## config.mk

```make
export PLATFORM = sky130hd
export DESIGN_NAME = gat_bram_loader_flat
export DESIGN_NICKNAME = d
export VERILOG_FILES = /design/src/rtl/gat_pkg.sv /design/src/rtl/gat_bram_loader_if.sv /design/src/rtl/gat_bram_wr_port.sv /design/src/rtl/gat_bram_loader.sv /design/src/flat_wrapper.sv
export SDC_FILE = /design/constraint.sdc
export NUM_CORES = 1
export LEC_CHECK = 0
export ABC_AREA = 1
export CORE_UTILIZATION = 50
export CTS_CLUSTER_DIAMETER = 50
export DETAILED_ROUTE_END_ITERATION = 8
export PLACE_DENSITY = 0.77
export SETUP_SLACK_MARGIN = 0.4
export SLEW_MARGIN = 10
export SYNTH_ARGS = -nofsm -noshare
export SYNTH_HDL_FRONTEND = slang
export SYNTH_HIERARCHICAL = 1
export SYNTH_SLANG_ARGS = --single-unit
```

## constraint.sdc

```tcl
create_clock -name clk -period 2.5 [get_ports clk]
set_input_delay 0.625 -clock clk [delete_from_list [all_inputs] [get_ports clk]]
set_output_delay 0.625 -clock clk [all_outputs]
set_load 0.02 [all_outputs]
```

## src/rtl/gat_pkg.sv

```systemverilog
// gat_pkg: shared target encodings, BRAM depths and loader state type for the GAT input path.
package gat_pkg;
  localparam int H_DATA_DEPTH     = 242101;
  localparam int NODE_INFO_DEPTH  = 13264;
  localparam int WEIGHT_DEPTH     = 22928;
  localparam int H_DATA_ADDR_W    = $clog2(H_DATA_DEPTH);
  localparam int NODE_INFO_ADDR_W = $clog2(NODE_INFO_DEPTH);
  localparam int WEIGHT_ADDR_W    = $clog2(WEIGHT_DEPTH);
  localparam int LEN_W            = $clog2(H_DATA_DEPTH + 1);
  localparam logic [1:0] TGT_H_DATA    = 2'd0;
  localparam logic [1:0] TGT_NODE_INFO = 2'd1;
  localparam logic [1:0] TGT_WGT       = 2'd2;
  typedef enum logic [1:0] {ST_IDLE, ST_LOAD, ST_FLUSH} state_t;
  // Illegal target reports depth 0 so any length is rejected against it.
  function automatic logic [LEN_W-1:0] depth_of(input logic [1:0] tgt);
    return tgt == TGT_H_DATA    ? LEN_W'(H_DATA_DEPTH) :
           tgt == TGT_NODE_INFO ? LEN_W'(NODE_INFO_DEPTH) :
           tgt == TGT_WGT       ? LEN_W'(WEIGHT_DEPTH) : '0;
  endfunction
endpackage

```

## src/rtl/gat_bram_loader_if.sv

```systemverilog
// gat_bram_loader_if: host config/stream side and the three BRAM write ports of the loader.
interface gat_bram_loader_if;
  import gat_pkg::*;
  logic                      cfg_start;
  logic [1:0]                cfg_target;
  logic [LEN_W-1:0]          cfg_len;
  logic                      cfg_abort;
  logic                      cfg_clr_done;
  logic [31:0]               s_data;
  logic                      s_valid;
  logic                      s_last;
  logic                      s_ready;
  logic                      busy;
  logic                      err;
  logic [31:0]               h_data_bram_din;
  logic                      h_data_bram_ena;
  logic                      h_data_bram_wea;
  logic [H_DATA_ADDR_W+1:0]  h_data_bram_addra;
  logic [31:0]               h_node_info_bram_din;
  logic                      h_node_info_bram_ena;
  logic                      h_node_info_bram_wea;
  logic [NODE_INFO_ADDR_W+1:0] h_node_info_bram_addra;
  logic [31:0]               wgt_bram_din;
  logic                      wgt_bram_ena;
  logic                      wgt_bram_wea;
  logic [WEIGHT_ADDR_W+1:0]  wgt_bram_addra;
  logic                      h_data_bram_load_done;
  logic                      h_node_info_bram_load_done;
  logic                      wgt_bram_load_done;
  modport master (
    output cfg_start, cfg_target, cfg_len, cfg_abort, cfg_clr_done, s_data, s_valid, s_last,
    input  s_ready, busy, err,
    input  h_data_bram_din, h_data_bram_ena, h_data_bram_wea, h_data_bram_addra,
    input  h_node_info_bram_din, h_node_info_bram_ena, h_node_info_bram_wea, h_node_info_bram_addra,
    input  wgt_bram_din, wgt_bram_ena, wgt_bram_wea, wgt_bram_addra,
    input  h_data_bram_load_done, h_node_info_bram_load_done, wgt_bram_load_done
  );
  modport slave (
    input  cfg_start, cfg_target, cfg_len, cfg_abort, cfg_clr_done, s_data, s_valid, s_last,
    output s_ready, busy, err,
    output h_data_bram_din, h_data_bram_ena, h_data_bram_wea, h_data_bram_addra,
    output h_node_info_bram_din, h_node_info_bram_ena, h_node_info_bram_wea, h_node_info_bram_addra,
    output wgt_bram_din, wgt_bram_ena, wgt_bram_wea, wgt_bram_addra,
    output h_data_bram_load_done, h_node_info_bram_load_done, wgt_bram_load_done
  );
endinterface

```

## src/rtl/gat_bram_wr_port.sv

```systemverilog
// gat_bram_wr_port: one registered BRAM write port; word index becomes a byte address.
module gat_bram_wr_port #(
  parameter int ADDR_W = 8
) (
  input  logic              clk,
  input  logic              rst,
  input  logic              i_we,
  input  logic [31:0]       i_data,
  input  logic [ADDR_W-1:0] i_idx,
  output logic [31:0]       o_din,
  output logic              o_ena,
  output logic              o_wea,
  output logic [ADDR_W+1:0] o_addra
);
  logic [31:0]       r_din;
  logic              r_en;
  logic [ADDR_W+1:0] r_addra;
  always_ff @(posedge clk or posedge rst) begin
    if (rst) begin
      r_din   <= '0;
      r_en    <= 1'b0;
      r_addra <= '0;
    end else begin
      r_en <= i_we;
      if (i_we) begin
        r_din   <= i_data;
        r_addra <= {i_idx, 2'b00};
      end
    end
  end
  assign o_din   = r_din;
  assign o_ena   = r_en;
  assign o_wea   = r_en;
  assign o_addra = r_addra;
endmodule

```

## src/rtl/gat_bram_loader.sv

```systemverilog
// gat_bram_loader: steers one host word stream into the H data, node-info or weight BRAM
// and raises the per-BRAM load_done flags that gate the accelerator start.
module gat_bram_loader
  import gat_pkg::*;
(
  input logic             clk,
  input logic             rst,
  gat_bram_loader_if.slave bus
);
  state_t           r_state, w_next;
  logic [1:0]       r_tgt;
  logic [LEN_W-1:0] r_len, r_idx;
  logic             r_err, r_bad;
  logic [2:0]       r_done, w_done_set, w_done_clr;
  logic             w_hs, w_we, w_last_word, w_start_ok, w_accept, w_set_err;
  assign bus.s_ready = r_state == ST_LOAD && !bus.cfg_abort;
  assign bus.busy    = r_state != ST_IDLE;
  assign bus.err     = r_err;
  assign bus.h_data_bram_load_done      = r_done[TGT_H_DATA];
  assign bus.h_node_info_bram_load_done = r_done[TGT_NODE_INFO];
  assign bus.wgt_bram_load_done         = r_done[TGT_WGT];
  assign w_start_ok  = bus.cfg_len != '0 && bus.cfg_len <= depth_of(bus.cfg_target);
  assign w_hs        = bus.s_valid && bus.s_ready;
  assign w_last_word = r_idx == r_len - LEN_W'(1);
  always_comb begin
    w_next    = r_state;
    w_accept  = 1'b0;
    w_we      = 1'b0;
    w_set_err = 1'b0;
    if (bus.cfg_abort) w_next = ST_IDLE;
    else case (r_state)
      ST_IDLE: if (bus.cfg_start) begin
        w_accept  = w_start_ok;
        w_set_err = !w_start_ok;
        w_next    = w_start_ok ? ST_LOAD : ST_IDLE;
      end
      ST_LOAD: if (w_hs) begin
        w_we      = 1'b1;
        w_set_err = w_last_word ? !bus.s_last : bus.s_last;
        w_next    = w_last_word ? ST_FLUSH : bus.s_last ? ST_IDLE : ST_LOAD;
      end
      ST_FLUSH: w_next = ST_IDLE;
      default:  w_next = ST_IDLE;
    endcase
  end
  // A FLUSH set beats a same-cycle clear; an abort during FLUSH suppresses the set.
  assign w_done_set = (r_state == ST_FLUSH && !r_bad && !bus.cfg_abort) ? 3'b001 << r_tgt : 3'b000;
  assign w_done_clr = {3{bus.cfg_clr_done}} | (w_accept ? 3'b001 << bus.cfg_target : 3'b000);
  always_ff @(posedge clk or posedge rst) begin
    if (rst) begin
      r_state <= ST_IDLE;
      r_tgt   <= '0;
      r_len   <= '0;
      r_idx   <= '0;
      r_err   <= 1'b0;
      r_bad   <= 1'b0;
      r_done  <= '0;
    end else begin
      r_state <= w_next;
      r_err   <= w_set_err | (r_err & !bus.cfg_clr_done);
      r_done  <= w_done_set | (r_done & ~w_done_clr);
      if (w_accept) begin
        r_tgt <= bus.cfg_target;
        r_len <= bus.cfg_len;
        r_idx <= '0;
        r_bad <= 1'b0;
      end else if (w_we) begin
        r_idx <= r_idx + LEN_W'(1);
        r_bad <= r_bad | (w_last_word & !bus.s_last);
      end
    end
  end
  gat_bram_wr_port #(.ADDR_W(H_DATA_ADDR_W)) u_h_data (
    .clk(clk), .rst(rst),
    .i_we(w_we && r_tgt == TGT_H_DATA), .i_data(bus.s_data), .i_idx(r_idx[H_DATA_ADDR_W-1:0]),
    .o_din(bus.h_data_bram_din), .o_ena(bus.h_data_bram_ena),
    .o_wea(bus.h_data_bram_wea), .o_addra(bus.h_data_bram_addra)
  );
  gat_bram_wr_port #(.ADDR_W(NODE_INFO_ADDR_W)) u_node_info (
    .clk(clk), .rst(rst),
    .i_we(w_we && r_tgt == TGT_NODE_INFO), .i_data(bus.s_data), .i_idx(r_idx[NODE_INFO_ADDR_W-1:0]),
    .o_din(bus.h_node_info_bram_din), .o_ena(bus.h_node_info_bram_ena),
    .o_wea(bus.h_node_info_bram_wea), .o_addra(bus.h_node_info_bram_addra)
  );
  gat_bram_wr_port #(.ADDR_W(WEIGHT_ADDR_W)) u_wgt (
    .clk(clk), .rst(rst),
    .i_we(w_we && r_tgt == TGT_WGT), .i_data(bus.s_data), .i_idx(r_idx[WEIGHT_ADDR_W-1:0]),
    .o_din(bus.wgt_bram_din), .o_ena(bus.wgt_bram_ena),
    .o_wea(bus.wgt_bram_wea), .o_addra(bus.wgt_bram_addra)
  );
endmodule

```

## src/flat_wrapper.sv

```systemverilog
// flat-port wrapper written by rule: the top's interface ports become plain ports
module gat_bram_loader_flat import gat_pkg::*;
  (clk, rst, bus_cfg_start, bus_cfg_target, bus_cfg_len, bus_cfg_abort, bus_cfg_clr_done, bus_s_data, bus_s_valid, bus_s_last, bus_s_ready, bus_busy, bus_err, bus_h_data_bram_din, bus_h_data_bram_ena, bus_h_data_bram_wea, bus_h_data_bram_addra, bus_h_node_info_bram_din, bus_h_node_info_bram_ena, bus_h_node_info_bram_wea, bus_h_node_info_bram_addra, bus_wgt_bram_din, bus_wgt_bram_ena, bus_wgt_bram_wea, bus_wgt_bram_addra, bus_h_data_bram_load_done, bus_h_node_info_bram_load_done, bus_wgt_bram_load_done);
  gat_bram_loader_if bus_i ();
  input logic clk;
  input logic rst;
  input wire logic [$bits(bus_i.cfg_start)-1:0] bus_cfg_start;
  input wire logic [$bits(bus_i.cfg_target)-1:0] bus_cfg_target;
  input wire logic [$bits(bus_i.cfg_len)-1:0] bus_cfg_len;
  input wire logic [$bits(bus_i.cfg_abort)-1:0] bus_cfg_abort;
  input wire logic [$bits(bus_i.cfg_clr_done)-1:0] bus_cfg_clr_done;
  input wire logic [$bits(bus_i.s_data)-1:0] bus_s_data;
  input wire logic [$bits(bus_i.s_valid)-1:0] bus_s_valid;
  input wire logic [$bits(bus_i.s_last)-1:0] bus_s_last;
  output wire logic [$bits(bus_i.s_ready)-1:0] bus_s_ready;
  output wire logic [$bits(bus_i.busy)-1:0] bus_busy;
  output wire logic [$bits(bus_i.err)-1:0] bus_err;
  output wire logic [$bits(bus_i.h_data_bram_din)-1:0] bus_h_data_bram_din;
  output wire logic [$bits(bus_i.h_data_bram_ena)-1:0] bus_h_data_bram_ena;
  output wire logic [$bits(bus_i.h_data_bram_wea)-1:0] bus_h_data_bram_wea;
  output wire logic [$bits(bus_i.h_data_bram_addra)-1:0] bus_h_data_bram_addra;
  output wire logic [$bits(bus_i.h_node_info_bram_din)-1:0] bus_h_node_info_bram_din;
  output wire logic [$bits(bus_i.h_node_info_bram_ena)-1:0] bus_h_node_info_bram_ena;
  output wire logic [$bits(bus_i.h_node_info_bram_wea)-1:0] bus_h_node_info_bram_wea;
  output wire logic [$bits(bus_i.h_node_info_bram_addra)-1:0] bus_h_node_info_bram_addra;
  output wire logic [$bits(bus_i.wgt_bram_din)-1:0] bus_wgt_bram_din;
  output wire logic [$bits(bus_i.wgt_bram_ena)-1:0] bus_wgt_bram_ena;
  output wire logic [$bits(bus_i.wgt_bram_wea)-1:0] bus_wgt_bram_wea;
  output wire logic [$bits(bus_i.wgt_bram_addra)-1:0] bus_wgt_bram_addra;
  output wire logic [$bits(bus_i.h_data_bram_load_done)-1:0] bus_h_data_bram_load_done;
  output wire logic [$bits(bus_i.h_node_info_bram_load_done)-1:0] bus_h_node_info_bram_load_done;
  output wire logic [$bits(bus_i.wgt_bram_load_done)-1:0] bus_wgt_bram_load_done;
  assign bus_i.cfg_start = bus_cfg_start;
  assign bus_i.cfg_target = bus_cfg_target;
  assign bus_i.cfg_len = bus_cfg_len;
  assign bus_i.cfg_abort = bus_cfg_abort;
  assign bus_i.cfg_clr_done = bus_cfg_clr_done;
  assign bus_i.s_data = bus_s_data;
  assign bus_i.s_valid = bus_s_valid;
  assign bus_i.s_last = bus_s_last;
  assign bus_s_ready = bus_i.s_ready;
  assign bus_busy = bus_i.busy;
  assign bus_err = bus_i.err;
  assign bus_h_data_bram_din = bus_i.h_data_bram_din;
  assign bus_h_data_bram_ena = bus_i.h_data_bram_ena;
  assign bus_h_data_bram_wea = bus_i.h_data_bram_wea;
  assign bus_h_data_bram_addra = bus_i.h_data_bram_addra;
  assign bus_h_node_info_bram_din = bus_i.h_node_info_bram_din;
  assign bus_h_node_info_bram_ena = bus_i.h_node_info_bram_ena;
  assign bus_h_node_info_bram_wea = bus_i.h_node_info_bram_wea;
  assign bus_h_node_info_bram_addra = bus_i.h_node_info_bram_addra;
  assign bus_wgt_bram_din = bus_i.wgt_bram_din;
  assign bus_wgt_bram_ena = bus_i.wgt_bram_ena;
  assign bus_wgt_bram_wea = bus_i.wgt_bram_wea;
  assign bus_wgt_bram_addra = bus_i.wgt_bram_addra;
  assign bus_h_data_bram_load_done = bus_i.h_data_bram_load_done;
  assign bus_h_node_info_bram_load_done = bus_i.h_node_info_bram_load_done;
  assign bus_wgt_bram_load_done = bus_i.wgt_bram_load_done;
  gat_bram_loader u_core (.clk(clk), .rst(rst), .bus(bus_i));
endmodule
```

# After elaboration in Yosys (flattened, before gate mapping)

Index checks and enable logic that the tools add are counted.
W data, S select, Z words.

Order comparisons: 1
Bitwise gates (word level): 8
Muxes and demuxes: 27
$add $sub $neg: 2
Eq/ne operators: 9
Shifts and indexed selects: 2
Reductions and logical operators: 20

Operator list:

| kind                    | number |
|---|---|
| $mux W18                | 4 |
| $add A18 B1 Y18 const B | 1 |
| $eq A18 B18 Y1          | 1 |
| $le A18 B18 Y1          | 1 |
| $reduce_bool A18 Y1     | 1 |
| $sub A18 B1 Y18 const B | 1 |
| $mux W15                | 1 |
| $mux W1                 | 14 |
| $logic_and A1 B1 Y1     | 8 |
| $mux W2                 | 4 |
| $eq A2 B1 Y1 const B    | 3 |
| $eq A2 B2 Y1 const B    | 3 |
| $logic_not A2 Y1        | 3 |
| $mux W3                 | 2 |
| $or A3 B3 Y3            | 2 |
| $shl A1 B2 Y3 const A   | 2 |
| $logic_not A1 Y1        | 5 |
| $pmux W2 S2             | 1 |
| $reduce_bool A2 Y1      | 2 |
| $and A3 B3 Y3           | 1 |
| $ne A3 B2 Y1 const B    | 1 |
| $ne A3 B3 Y1 const B    | 1 |
| $not A3 Y3              | 1 |
| $and A1 B1 Y1           | 2 |
| other kinds (3)         | 4 |

Word-level logic and storage cells: 85
Register bits: 191
Bits of input ports: 59

# Longest topological paths before layout

Gate-level depths: netlist of run 1.

Depth in word-level cells: 14
Mapped depth: 19

# Cells and area by module

Netlist of run 1, hierarchy kept.

Modules (own cells, without submodules):

| module                                 | area an instance (sq um) | cells an instance | times used |
|---|---|---|---|
| gat_bram_loader                        | 3442.1                   | 515               | 1 |
| gat_bram_wr_port at u_core.u_h_data    | 1983.2                   | 218               | 1 |
| gat_bram_wr_port at u_core.u_wgt       | 1856.8                   | 205               | 1 |
| gat_bram_wr_port at u_core.u_node_info | 1844.3                   | 200               | 1 |

# Worst setup path after synthesis of run 1

Ideal clock, no wire load.

Path type: input-to-reg
Start: in bus_cfg_target[1]
End: reg u_core.r_len[6]
Data required time: 2.383 ns
Path buffers: 2
Arrival: 2.234 ns
Slack: 0.149 ns
Library setup time: 0.117 ns
Cell stages on the path: 16
Path through: nor2_1 -> inv_1 -> ha_1 -> nand2_1 -> nor2_2 -> nand4_1 -> clkinv_1 -> nand4_1 -> nand2_2 -> nand2_2 -> inv_2 -> nand2_2 -> buf_6 -> buf_6 -> nand2_1 -> nand2_1

Cells in the longest elaborated chain, start to end: 9
Elaborated cells on any way between the ends: 11

Ends and longest elaborated chain:

| what                  | line                  | source |
|---|---|---|
| from (decl)           | flat_wrapper.sv:8     | `input wire logic [$bits(bus_i.cfg_target)-1:0] bus_cfg_target;` |
| $eq A2 B2 Y1          | gat_pkg.sv:18         | `tgt == TGT_WGT ? LEN_W'(WEIGHT_DEPTH) : '0;` |
| $mux W15              | gat_pkg.sv:18         |  |
| $mux W18              | gat_pkg.sv:17         | `tgt == TGT_NODE_INFO ? LEN_W'(NODE_INFO_DEPTH) :` |
| $mux W18 *            | gat_pkg.sv:16         | `return tgt == TGT_H_DATA ? LEN_W'(H_DATA_DEPTH) :` |
| $le A18 B18 Y1 *      | gat_bram_loader.sv:22 | `assign w_start_ok = bus.cfg_len != '0 && bus.cfg_len <= depth_of(bus.cfg_target);` |
| $logic_and A1 B1 Y1 * | gat_bram_loader.sv:22 |  |
| $mux W1 *             | gat_bram_loader.sv:32 | `ST_IDLE: if (bus.cfg_start) begin` |
| $mux W1 *             | gat_bram_loader.sv:31 | `else case (r_state)` |
| $mux W1 *             | gat_bram_loader.sv:30 | `if (bus.cfg_abort) w_next = ST_IDLE;` |
| to (signal assigned)  | gat_bram_loader.sv:64 | `r_len <= bus.cfg_len;` |
| to (decl)             | gat_bram_loader.sv:12 | `logic [LEN_W-1:0] r_len, r_idx;` |

Mark *: on every way between the ends. The rest lies on a longest branch, timed or not.
A chain may end at the register's enable or synchronous reset.

# Worst setup path in the final report of run 1

Start: reg u_core.r_len[3]
End: reg u_core.r_state[0]

Cells in the longest elaborated chain, start to end: 6

Ends and longest elaborated chain:

| what                 | line                  | source |
|---|---|---|
| $sub A18 B1 Y18      | gat_bram_loader.sv:24 | `assign w_last_word = r_idx == r_len - LEN_W'(1);` |
| $eq A18 B18 Y1       | gat_bram_loader.sv:24 |  |
| $mux W2              | gat_bram_loader.sv:40 | `w_next = w_last_word ? ST_FLUSH : bus.s_last ? ST_IDLE : ST_LOAD;` |
| $mux W2              | gat_bram_loader.sv:37 | `ST_LOAD: if (w_hs) begin` |
| $pmux W2 S2          | gat_bram_loader.sv:31 |  |
| $mux W2              | gat_bram_loader.sv:30 |  |
| to (signal assigned) | gat_bram_loader.sv:59 | `r_state <= w_next;` |
| to (decl)            | gat_bram_loader.sv:10 | `state_t r_state, w_next;` |

No other way between the ends. The select of a mux whose other input is x is not followed.

==> results of run 1 <==
## through the flow
stage	worst slack, ns	setup TNS (ns)
global route	-0.0268	-0.0268
CTS	0.241	0
finish	-0.0227	-0.0227
global placement	-0.430	-17.46
detailed placement	-0.506	-20.63
floorplan	0.282	0
## cells in the mapped netlist (10+ instances only)
| cell | count | area, sq um |
|---|---|---|
| xor2_1 | 13 | 114 |
| dfrtp_1 | 191 | 4780 |
| buf_6 | 14 | 158 |
| inv_1 | 79 | 297 |
| nand4_1 | 11 | 68.8 |
| buf_4 | 17 | 128 |
| inv_2 | 10 | 37.5 |
| nand2_1 | 583 | 2190 |
| nand3_1 | 62 | 310 |
| ha_1 | 19 | 238 |
| nor2_1 | 54 | 203 |
## flip-flops by register name, summed over array words and instances (netlist names)
register,flops
u_core/r_tgt,2
u_core/u_node_info/o_addra,14
u_core/r_state,2
u_core/u_wgt/o_din,32
u_core/u_node_info/o_ena,1
u_core/u_h_data/o_addra,18
u_core/bus.err,1
u_core/r_bad,1
u_core/u_h_data/o_ena,1
u_core/u_node_info/o_din,32
u_core/u_wgt/o_ena,1
u_core/r_len,18
u_core/u_h_data/o_din,32
u_core/r_done,3
u_core/r_idx,18
u_core/u_wgt/o_addra,15
## layout make-up
| cell class | instances | area [sq um] | share of cell area |
|---|---|---|---|
| Sequential cell | 191 | 4780 | 0.361 |
| Tap cell | 229 | 287 | 0.0217 |
| Clock buffer | 18 | 429 | 0.0324 |
| Clock inverter | 14 | 168 | 0.0127 |
| Inverter | 94 | 365 | 0.0276 |
| Timing Repair Buffer | 292 | 3050 | 0.231 |
| Multi-Input combinational cell | 808 | 4150 | 0.313 |
## logic make-up after synthesis
group                    count (synthesis)  synth area share
AND/OR/NAND/NOR                        741             0.330
AO/OA/AOI/OAI                           21            0.0123
adder cells (fa/ha/maj)                 19            0.0260
XOR/XNOR                                21            0.0202
flip-flops                             191             0.524
other                                    3           0.00123
buffers and inverters                  142            0.0869
## worst register-to-register path: cells and delay by family (launching register included)
kind,cells,cell delay (ns)
AOI/OAI and AO/OA,3,0.26
adders and majority gates,1,0.26
DFF,1,0.47
and+or+nand+nor,11,1.43
## path summary, 6_finish.rpt
check	endpoint	cells after the start	start
worst max-delay path	u_core/r_state[0]$_DFFE_PP0P_	15	u_core/r_len[3]$_DFFE_PP0N_
worst min-delay path	u_core/r_tgt[0]$_DFFE_PP0N_	3	bus_cfg_target[0]
worst max register to register	u_core/r_state[0]$_DFFE_PP0P_	15	u_core/r_len[3]$_DFFE_PP0N_
worst min register to register	u_core/u_node_info/o_addra[15]$_DFFE_PP0P_	2	u_core/u_node_info/o_addra[15]$_DFFE_PP0P_
max in group asynchronous	u_core/u_wgt/o_addra[8]$_DFFE_PP0P_	3	rst
min in group asynchronous	u_core/u_h_data/o_din[8]$_DFFE_PP0P_	2	rst
## power groups by stage
stage | Clock, mW | Sequential [mW] | Combinational, mW
CTS | 2.78 | 4.67 | 4.86
global route | 2.91 | 4.83 | 5.59
floorplan | 0 | 5.67 | 1.39
global placement | 0 | 4.70 | 4.64
finish | 2.74 | 4.72 | 5.16
detailed placement | 0 | 4.72 | 4.74
## timing repair
item	in CTS	in global routing
hold buffers	0	0
setup endpoints to repair	50	56
setup buffers	9	5
resized for setup	58	130
pin swaps	24	32
cloned	2	8
## per-layer routing
layer / vias up / global-route usage
li1: 4001 / -
met1: 4057 / 0.359
met2: 390 / 0.492
met3: 79 / 0.0637
met4: 0 / 0.100
met5: - / 0
==> impl_results.md, run 1 <==
* Run status: finished, violations left
* Failing checks: negative setup slack
* Mean Syn Cell Area at 8.02 sq um
* Initial DRC Count at 532
* Slowest cell on crit path: dfrtp_1
* Clk sinks at 191
* Peak supply drop at 0.769 mV
* Startpoint Class: flip-flop
* Register bit total from synthesis at 191
* Slack of the critical path at -0.0227 ns
* # placed instances at 1590
* Core Footprint at 17900 sq um
* Fraction of registers with async set/reset at 1.00
* Post-synthesis sequential area ratio at 0.524
* DRC viols at 0
* CP arrival at 2.85 ns
* DPL Wire Length at 18.2 mm
* Clock power frac at 0.217
* Yosys warning total at 6
* Slowest cell delay on critical path at 0.47 ns
* Final wirelength at 28.2 mm
* Final hold viol count at 0
* Setup Skew at 0.00896 ns
* Met2 WL at 14.0 mm
* Final Max Slew Viols at 0
* Most used cell, CP: nand2_1
* Die Y at 137 um
* Worst skew pair latency at 0.43 ns
* CP Class: reg -> reg
* Most frequent cells in the layout: nand2_1, dfrtp_1, clkdlybuf4s50_1
* WL met1 at 11.0 mm
* Die width at 137 um
* # fillers at 1321
* Non-filler cells, final at 1646
* Largest net degree at the start of global routing at 51
* Most common cell after layout, fill and taps aside: nand2_1
* Final setup vio count at 1
* Min Tclk post-route at 2.52 ns
* Final period util at 1.01
* Num CTS Buffers at 17
* Syn-to-layout area delta at 45.0%
* Synth Flop Type: dfrtp_1
* Crit-path cells: nor2_4 > nand2_2 > nor2_4 > nand2_1 > nand2_1 > nand2_1 > nor2_2 > nand3_1 > nor2_1 > nand4_1 > ha_2 > o21ai_2 > a21oi_1 > o21ai_1 > nand2_1
* EDFF count, synth at 0
* Hold WS at 0.463 ns
* DRT Pass-1 Iters at 7
* Hold crit path type: in -> reg
* Worst EP required at 2.82 ns
* Layout cells sized above 1 at 0.183
* I/O pins at 220
* Design Area, Final at 13200 sq um
* Initial core utilization at 0.510
* First-pass GRT wire length at 40.9 mm
* Psw at 4.80 mW
* Post-synthesis cell type count at 35
* Clock Tree Buf Depth at 2
* Worst-path clk slew at 0.07 ns
* Root buffer cell: clkbuf_16
* Finished Core Util at 0.739
* Largest delay share family, worst path: simple AND/OR/NAND/NOR gates
* Antenna diodes at 0
* Sw Ratio at 0.381
* Total GRT Usage at 0.288
* GRT Residual Overflow at 0
* Syn Inst Count at 1138
* Vias at 8527
* Pint at 7.82 mW
* ANT nets after route at 0
* Sequential power share at 0.374
* Routed vias/inst at 5.18
* Vias in the first global route at 7947
* RSZ-0062 raised after global routing: true
* Initial antenna violation count at 0
* Power Dens Cells at 954 nW/um^2
* Nets at 1482
* I/O Buffers at 213
* Pwr Total at 12.6 mW
* Leak at 6.96 nW
* CTS tree: yes
* Max-Cap Viols at 0
* Crit Path Max Fanout at 5
* H-tree levels at 4
* Buffers and inverters on the worst path at 0
* Site Rows at 49
* Peak Freq at 396 MHz
* Logic gate share of total power at 0.409
* Placed inst area at 11800 sq um
* Metal3 WL at 2.27 mm
* DR WL/cell at 17.1 um
* GPL Wtd Cong at 0.865
* Die area at 18800 sq um
* Uppermost routed layer: met4
* Worst reg2reg setup slack at -0.02 ns
* Synthesized area at 9130 sq um
* Crit. End Element: flip-flop
Power figures use the tool's default switching activity.
==> run 2: changes to the inputs <==
Settings changed: CELL_PAD_IN_SITES_DETAIL_PLACEMENT set to 0, CELL_PAD_IN_SITES_GLOBAL_PLACEMENT set to 1, CORE_MARGIN set to 5, CORE_UTILIZATION 50 to 36, SETUP_SLACK_MARGIN 0.4 to 0.05.
==> impl_results.md, run 2 (synthesized netlist as in run 1, its figures left out) <==
* Run status: finished clean
* DRT Pass-1 Iters at 5
* I/O pins at 220
* Hold Path Stages at 2
* DPL Wire Length at 19.6 mm
* Slowest cell delay on critical path at 0.55 ns
* Crit-path cells: nor2_1 > inv_1 > clkdlybuf4s50_1
* Non-filler cells, final at 1741
* Vias at 8020
* Most frequent cells in the layout: nand2_1, clkdlybuf4s50_1, dfrtp_1
* Post-CTS Hold Fix Bufs at 0
* Startpoint Class: flip-flop
* First-pass GRT wire length at 42.8 mm
* H-tree levels at 4
* Clk sinks at 191
* Num CTS Buffers at 17
* I/O Buffers at 213
* Max-Cap Viols at 0
* Vias in the first global route at 7610
* Worst reg2reg setup slack at 0.21 ns
* Site Rows at 58
* Final setup vio count at 0
* Buffers and inverters on the worst path at 2
* Largest delay share family, worst path: buffers and inverters
* Antenna diodes at 0
* Peak supply drop at 0.518 mV
* Final period util at 0.949
* Slowest cell on crit path: clkdlybuf4s50_1
* Die Y at 169 um
* Final hold viol count at 0
* Pre-CTS setup slack at -0.510 ns
* Worst r2r dst: u_core/r_state[0]$_DFFE_PP0P_
* Critical R2R Launch: u_core/r_len[8]$_DFFE_PP0N_
* ANT nets after route at 0
* DRC viols at 0
* Layout cells sized above 1 at 0.114
* Initial antenna violation count at 0
* # placed instances at 1706
* GRT Residual Overflow at 0
* CP Class: reg -> out
* Final wirelength at 27.2 mm
* Routed vias/inst at 4.61
* Clock Tree Buf Depth at 2
* Final Max Slew Viols at 0
* Total GRT Usage at 0.188
* CP arrival at 1.75 ns
* Leak at 6.64 nW
* Worst skew pair latency at 0.44 ns
* R2R depth at 13
* CTS tree: yes
* DR WL/cell at 15.6 um
* Initial DRC Count at 534
* Hold EP: u_core/u_wgt/o_din[26]$_DFFE_PP0P_
* Syn-to-layout area delta at 38.9%
* # fillers at 2485
* Initial core utilization at 0.363
* Worst EP required at 1.88 ns
* Largest net degree at the start of global routing at 52
* Slack of the critical path at 0.127 ns
* Die width at 169 um
* Peak Freq at 421 MHz
* Worst-path clk slew at 0.08 ns
* Most common cell after layout, fill and taps aside: nand2_1
* Die area at 28600 sq um
* GPL Wtd Cong at 0.860
* Pwr Total at 12.3 mW
* Setup Skew at 0.0159 ns
* Core Footprint at 25100 sq um
* Hold WS at 0.473 ns
* RSZ-0062 raised after global routing: true
* Min-delay src: u_core/u_wgt/o_din[26]$_DFFE_PP0P_
* Nets at 1476
* Hold crit path type: reg -> reg
* Crit. End Element: output port
* Crit Path Max Fanout at 5
* Power Dens Cells at 972 nW/um^2
* Min Tclk post-route at 2.37 ns
* Root buffer cell: clkbuf_16
==> run 2: where the power goes <==
part	internal, mW	total, mW	leakage, nW	switching [mW]
registers	4.03	4.66	2.54	0.628
clock network	1.37	2.77	0.298	1.40
logic	2.23	4.89	3.80	2.65
total	7.64	12.3	6.64	4.68
==> run 2: how the worst max path moves through the flow <==
stage               cells past startpoint  slack (ns)                       endpoint                           from
finish                                  3        0.13                       bus_busy  u_core/r_state[0]$_DFFE_PP0P_
global route                           17       0.007  u_core/r_state[0]$_DFFE_PP0P_    u_core/r_len[0]$_DFFE_PP0N_
CTS                                    16        0.06  u_core/r_state[0]$_DFFE_PP0P_    u_core/r_len[1]$_DFFE_PP0N_
detailed placement                     16       -0.51    u_core/r_tgt[1]$_DFFE_PP0N_              bus_cfg_target[1]
global placement                       16       -0.43   u_core/r_idx[12]$_DFFE_PP0P_              bus_cfg_target[1]
floorplan                              16        0.15    u_core/r_len[6]$_DFFE_PP0N_              bus_cfg_target[1]
==> run 2: area by class of cell <==
class                   instances  area (sq um)  area share
clock buffers                  17           425      0.0336
clock inverters                15           188      0.0148
inverters                      94           360      0.0284
multi-input cells             808          3670       0.290
flip-flops and latches        191          4780       0.377
well taps                     330           413      0.0326
repair buffers                286          2840       0.224
==> run 2: repair_timing <==
item                       4_1_cts  5_1_grt
buffers inserted                 0        1
setup endpoints to repair       41       41
resized for setup                5       26
pin swaps                        0       13
cloned                           0        2
==> run 2: routing by layer <==
metal  part of all wire  routed length [um]  GRT usage
met1               0.46               12500      0.256
met2               0.48               13000      0.314
met3              0.050                1370     0.0328
met4              0.015                 397     0.0455
met5                  0                   0          0
==> run 2: metrics by stage <==
step           area [sq um]  TNS, ns  utilization
2_1_floorplan          9140        0            -
3_3_place_gp          11900   -18.03        0.475
3_5_place_dp          11900   -21.27        0.475
4_1_cts               12500        0        0.499
5_1_grt               12700        0        0.505
6_report              12700        0        0.505
==> run 2: worst min-delay path: cells and delay by family, from the launching register on <==
kind             cells  cell delay [ns]
and+or+nand+nor      2             0.09
DFF                  1             0.35
==> run 3: changes to the inputs <==
Settings changed: GPL_TIMING_DRIVEN set to 0, SLEW_MARGIN 10 to 20.
==> impl_results.md, run 3 (synthesized netlist as in run 1, its figures left out) <==
* Run status: finished clean
* Layout cells sized above 1 at 0.102
* Final Max Slew Viols at 0
* GPL Wtd Cong at 0.861
* # fillers at 2435
* Final setup vio count at 0
* Initial core utilization at 0.363
* Site Rows at 58
* Die area at 28600 sq um
* Setup Skew at 0.0104 ns
* Relative slew slack at 0.559
* R2R depth at 17
* Worst r2r dst: u_core/r_state[0]$_DFFE_PP0P_
* Final wirelength at 27.3 mm
* Core Footprint at 25100 sq um
* Non-filler cells, final at 1726
* Leak at 6.62 nW
* DPL Wire Length at 20.8 mm
* Die Y at 169 um
* Worst skew pair latency at 0.43 ns
* GRT Residual Overflow at 0
* Most frequent cells in the layout: nand2_1, clkdlybuf4s50_1, dfrtp_1
* Initial antenna violation count at 0
* ANT nets after route at 0
* CTS tree: yes
* CP Class: in -> out
* Syn-to-layout area delta at 36.9%
* Peak supply drop at 0.513 mV
* Final period util at 0.959
* Worst reg2reg setup slack at 0.18 ns
* Slew @ Worst Pin at 0.661 ns
* Hold crit path type: reg -> reg
* Critical path launch point: bus_cfg_abort
* Clk sinks at 191
* Routed vias/inst at 4.53
* Min Tclk post-route at 2.40 ns
* Critical R2R Launch: u_core/r_len[1]$_DFFE_PP0N_
* Crit. End Element: output port
* DR WL/cell at 15.8 um
* Slowest cell on crit path: clkdlybuf4s50_1
* Final hold viol count at 0
* Peak Freq at 417 MHz
* Power Dens Cells at 978 nW/um^2
* Crit-path cells: clkdlybuf4s50_1 > nor2_4 > nand2_1 > inv_1 > clkdlybuf4s15_1
* DRT Pass-1 Iters at 5
* Total GRT Usage at 0.192
* Die width at 169 um
* Crit Path Max Fanout at 3
* I/O Buffers at 213
* Crit path to: bus_s_ready
* Worst-path clk slew at 0.08 ns
* H-tree levels at 4
* Vias at 7817
* Vias in the first global route at 7515
* Clock Tree Buf Depth at 2
* RSZ-0062 raised after global routing: true
* Max-Cap Viols at 0
* Startpoint Class: input port
* CP arrival at 1.77 ns
* Pre-CTS setup slack at -0.750 ns
* Antenna diodes at 0
* Slowest cell delay on critical path at 0.53 ns
* Nets at 1461
* DRC viols at 0
* Num CTS Buffers at 17
* Post-CTS Hold Fix Bufs at 0
* Largest net degree at the start of global routing at 48
* I/O pins at 220
* Slack of the critical path at 0.102 ns
* Most common cell after layout, fill and taps aside: nand2_1
* First-pass GRT wire length at 43.3 mm
* # placed instances at 1687
* Initial DRC Count at 625
* Worst EP required at 1.88 ns
* Root buffer cell: clkbuf_16
-- run 3: cell types whose count changed in the layout (fill, tap and decap cells not counted), moves of 4 or more --
cell / change
buf_2: +9
buf_6: +14
dlymetal6s2s_1: +10
buf_4: -37
buf_12: -4
clkdlybuf4s50_1: -10
-- run 3: timing repair --
| action | CTS | global route |
|---|---|---|
| setup endpoints to repair | 43 | 34 |
| pin swaps | 5 | 7 |
| gates resized for setup | 11 | 28 |
| setup buffers | 5 | 2 |
| gates cloned | 0 | 0 |
-- run 3: worst min path at each step --
stage	to	from	slack (ns)	depth (start not counted)
after floorplan	u_core/r_len[17]$_DFFE_PP0N_	u_core/r_len[17]$_DFFE_PP0N_	0.46	2
after global placement	u_core/u_node_info/o_din[5]$_DFFE_PP0P_	u_core/u_node_info/o_din[5]$_DFFE_PP0P_	0.45	2
after detailed placement	u_core/u_wgt/o_addra[11]$_DFFE_PP0P_	u_core/u_wgt/o_addra[11]$_DFFE_PP0P_	0.46	2
after CTS	u_core/u_wgt/o_addra[16]$_DFFE_PP0P_	u_core/u_wgt/o_addra[16]$_DFFE_PP0P_	0.48	2
after global routing	u_core/u_node_info/o_din[30]$_DFFE_PP0P_	u_core/u_node_info/o_din[30]$_DFFE_PP0P_	0.50	2
final	u_core/u_node_info/o_din[2]$_DFFE_PP0P_	u_core/u_node_info/o_din[2]$_DFFE_PP0P_	0.47	2
-- run 3: critical path, delay by kind of cell --
kind          cells  cell delay, ns
buf+inv           3            0.88
simple gates      2            0.27
-- run 3: through the flow --
| stage | total power [mW] | utilization | TNS (ns) | cell area [sq um] | hold slack, ns |
|---|---|---|---|---|---|
| 3_3_place_gp | 9.39 | 0.465 | -149.19 | 11700 | 0.452 |
| 3_5_place_dp | 9.47 | 0.468 | -42.22 | 11800 | 0.458 |
| 6_report | 12.2 | 0.498 | 0 | 12500 | 0.473 |
| 2_1_floorplan | 7.05 | - | 0 | 9140 | 0.461 |
| 4_1_cts | 12.3 | 0.495 | 0 | 12400 | 0.476 |
| 5_1_grt | 13.0 | 0.498 | 0 | 12500 | 0.501 |
-- run 3: layer usage --
layer | global-route usage | wire [um] | vias to the layer above
li1 | - | - | 3947
met1 | 0.258 | 12400 | 3648
met2 | 0.333 | 13500 | 202
met3 | 0.0291 | 1140 | 20
met4 | 0.0375 | 285 | 0
met5 | 0 | 0 | -
-- run 3: power by group --
| group | switching (mW) | leakage [nW] | internal (mW) |
|---|---|---|---|
| combinational | 2.59 | 3.78 | 2.16 |
| sequential | 0.653 | 2.54 | 4.03 |
| clock | 1.40 | 0.301 | 1.40 |
-- run 3: layout make-up --
cell class / instances / area [sq um] / share of cell area
Clock buffer: 18 / 439 / 0.0351
Multi-Input combinational cell: 808 / 3610 / 0.289
Timing Repair Buffer: 223 / 2270 / 0.181
Tap cell: 330 / 413 / 0.0330
Buffer: 48 / 435 / 0.0348
Sequential cell: 191 / 4780 / 0.383
Clock inverter: 14 / 185 / 0.0148
Inverter: 94 / 365 / 0.0292
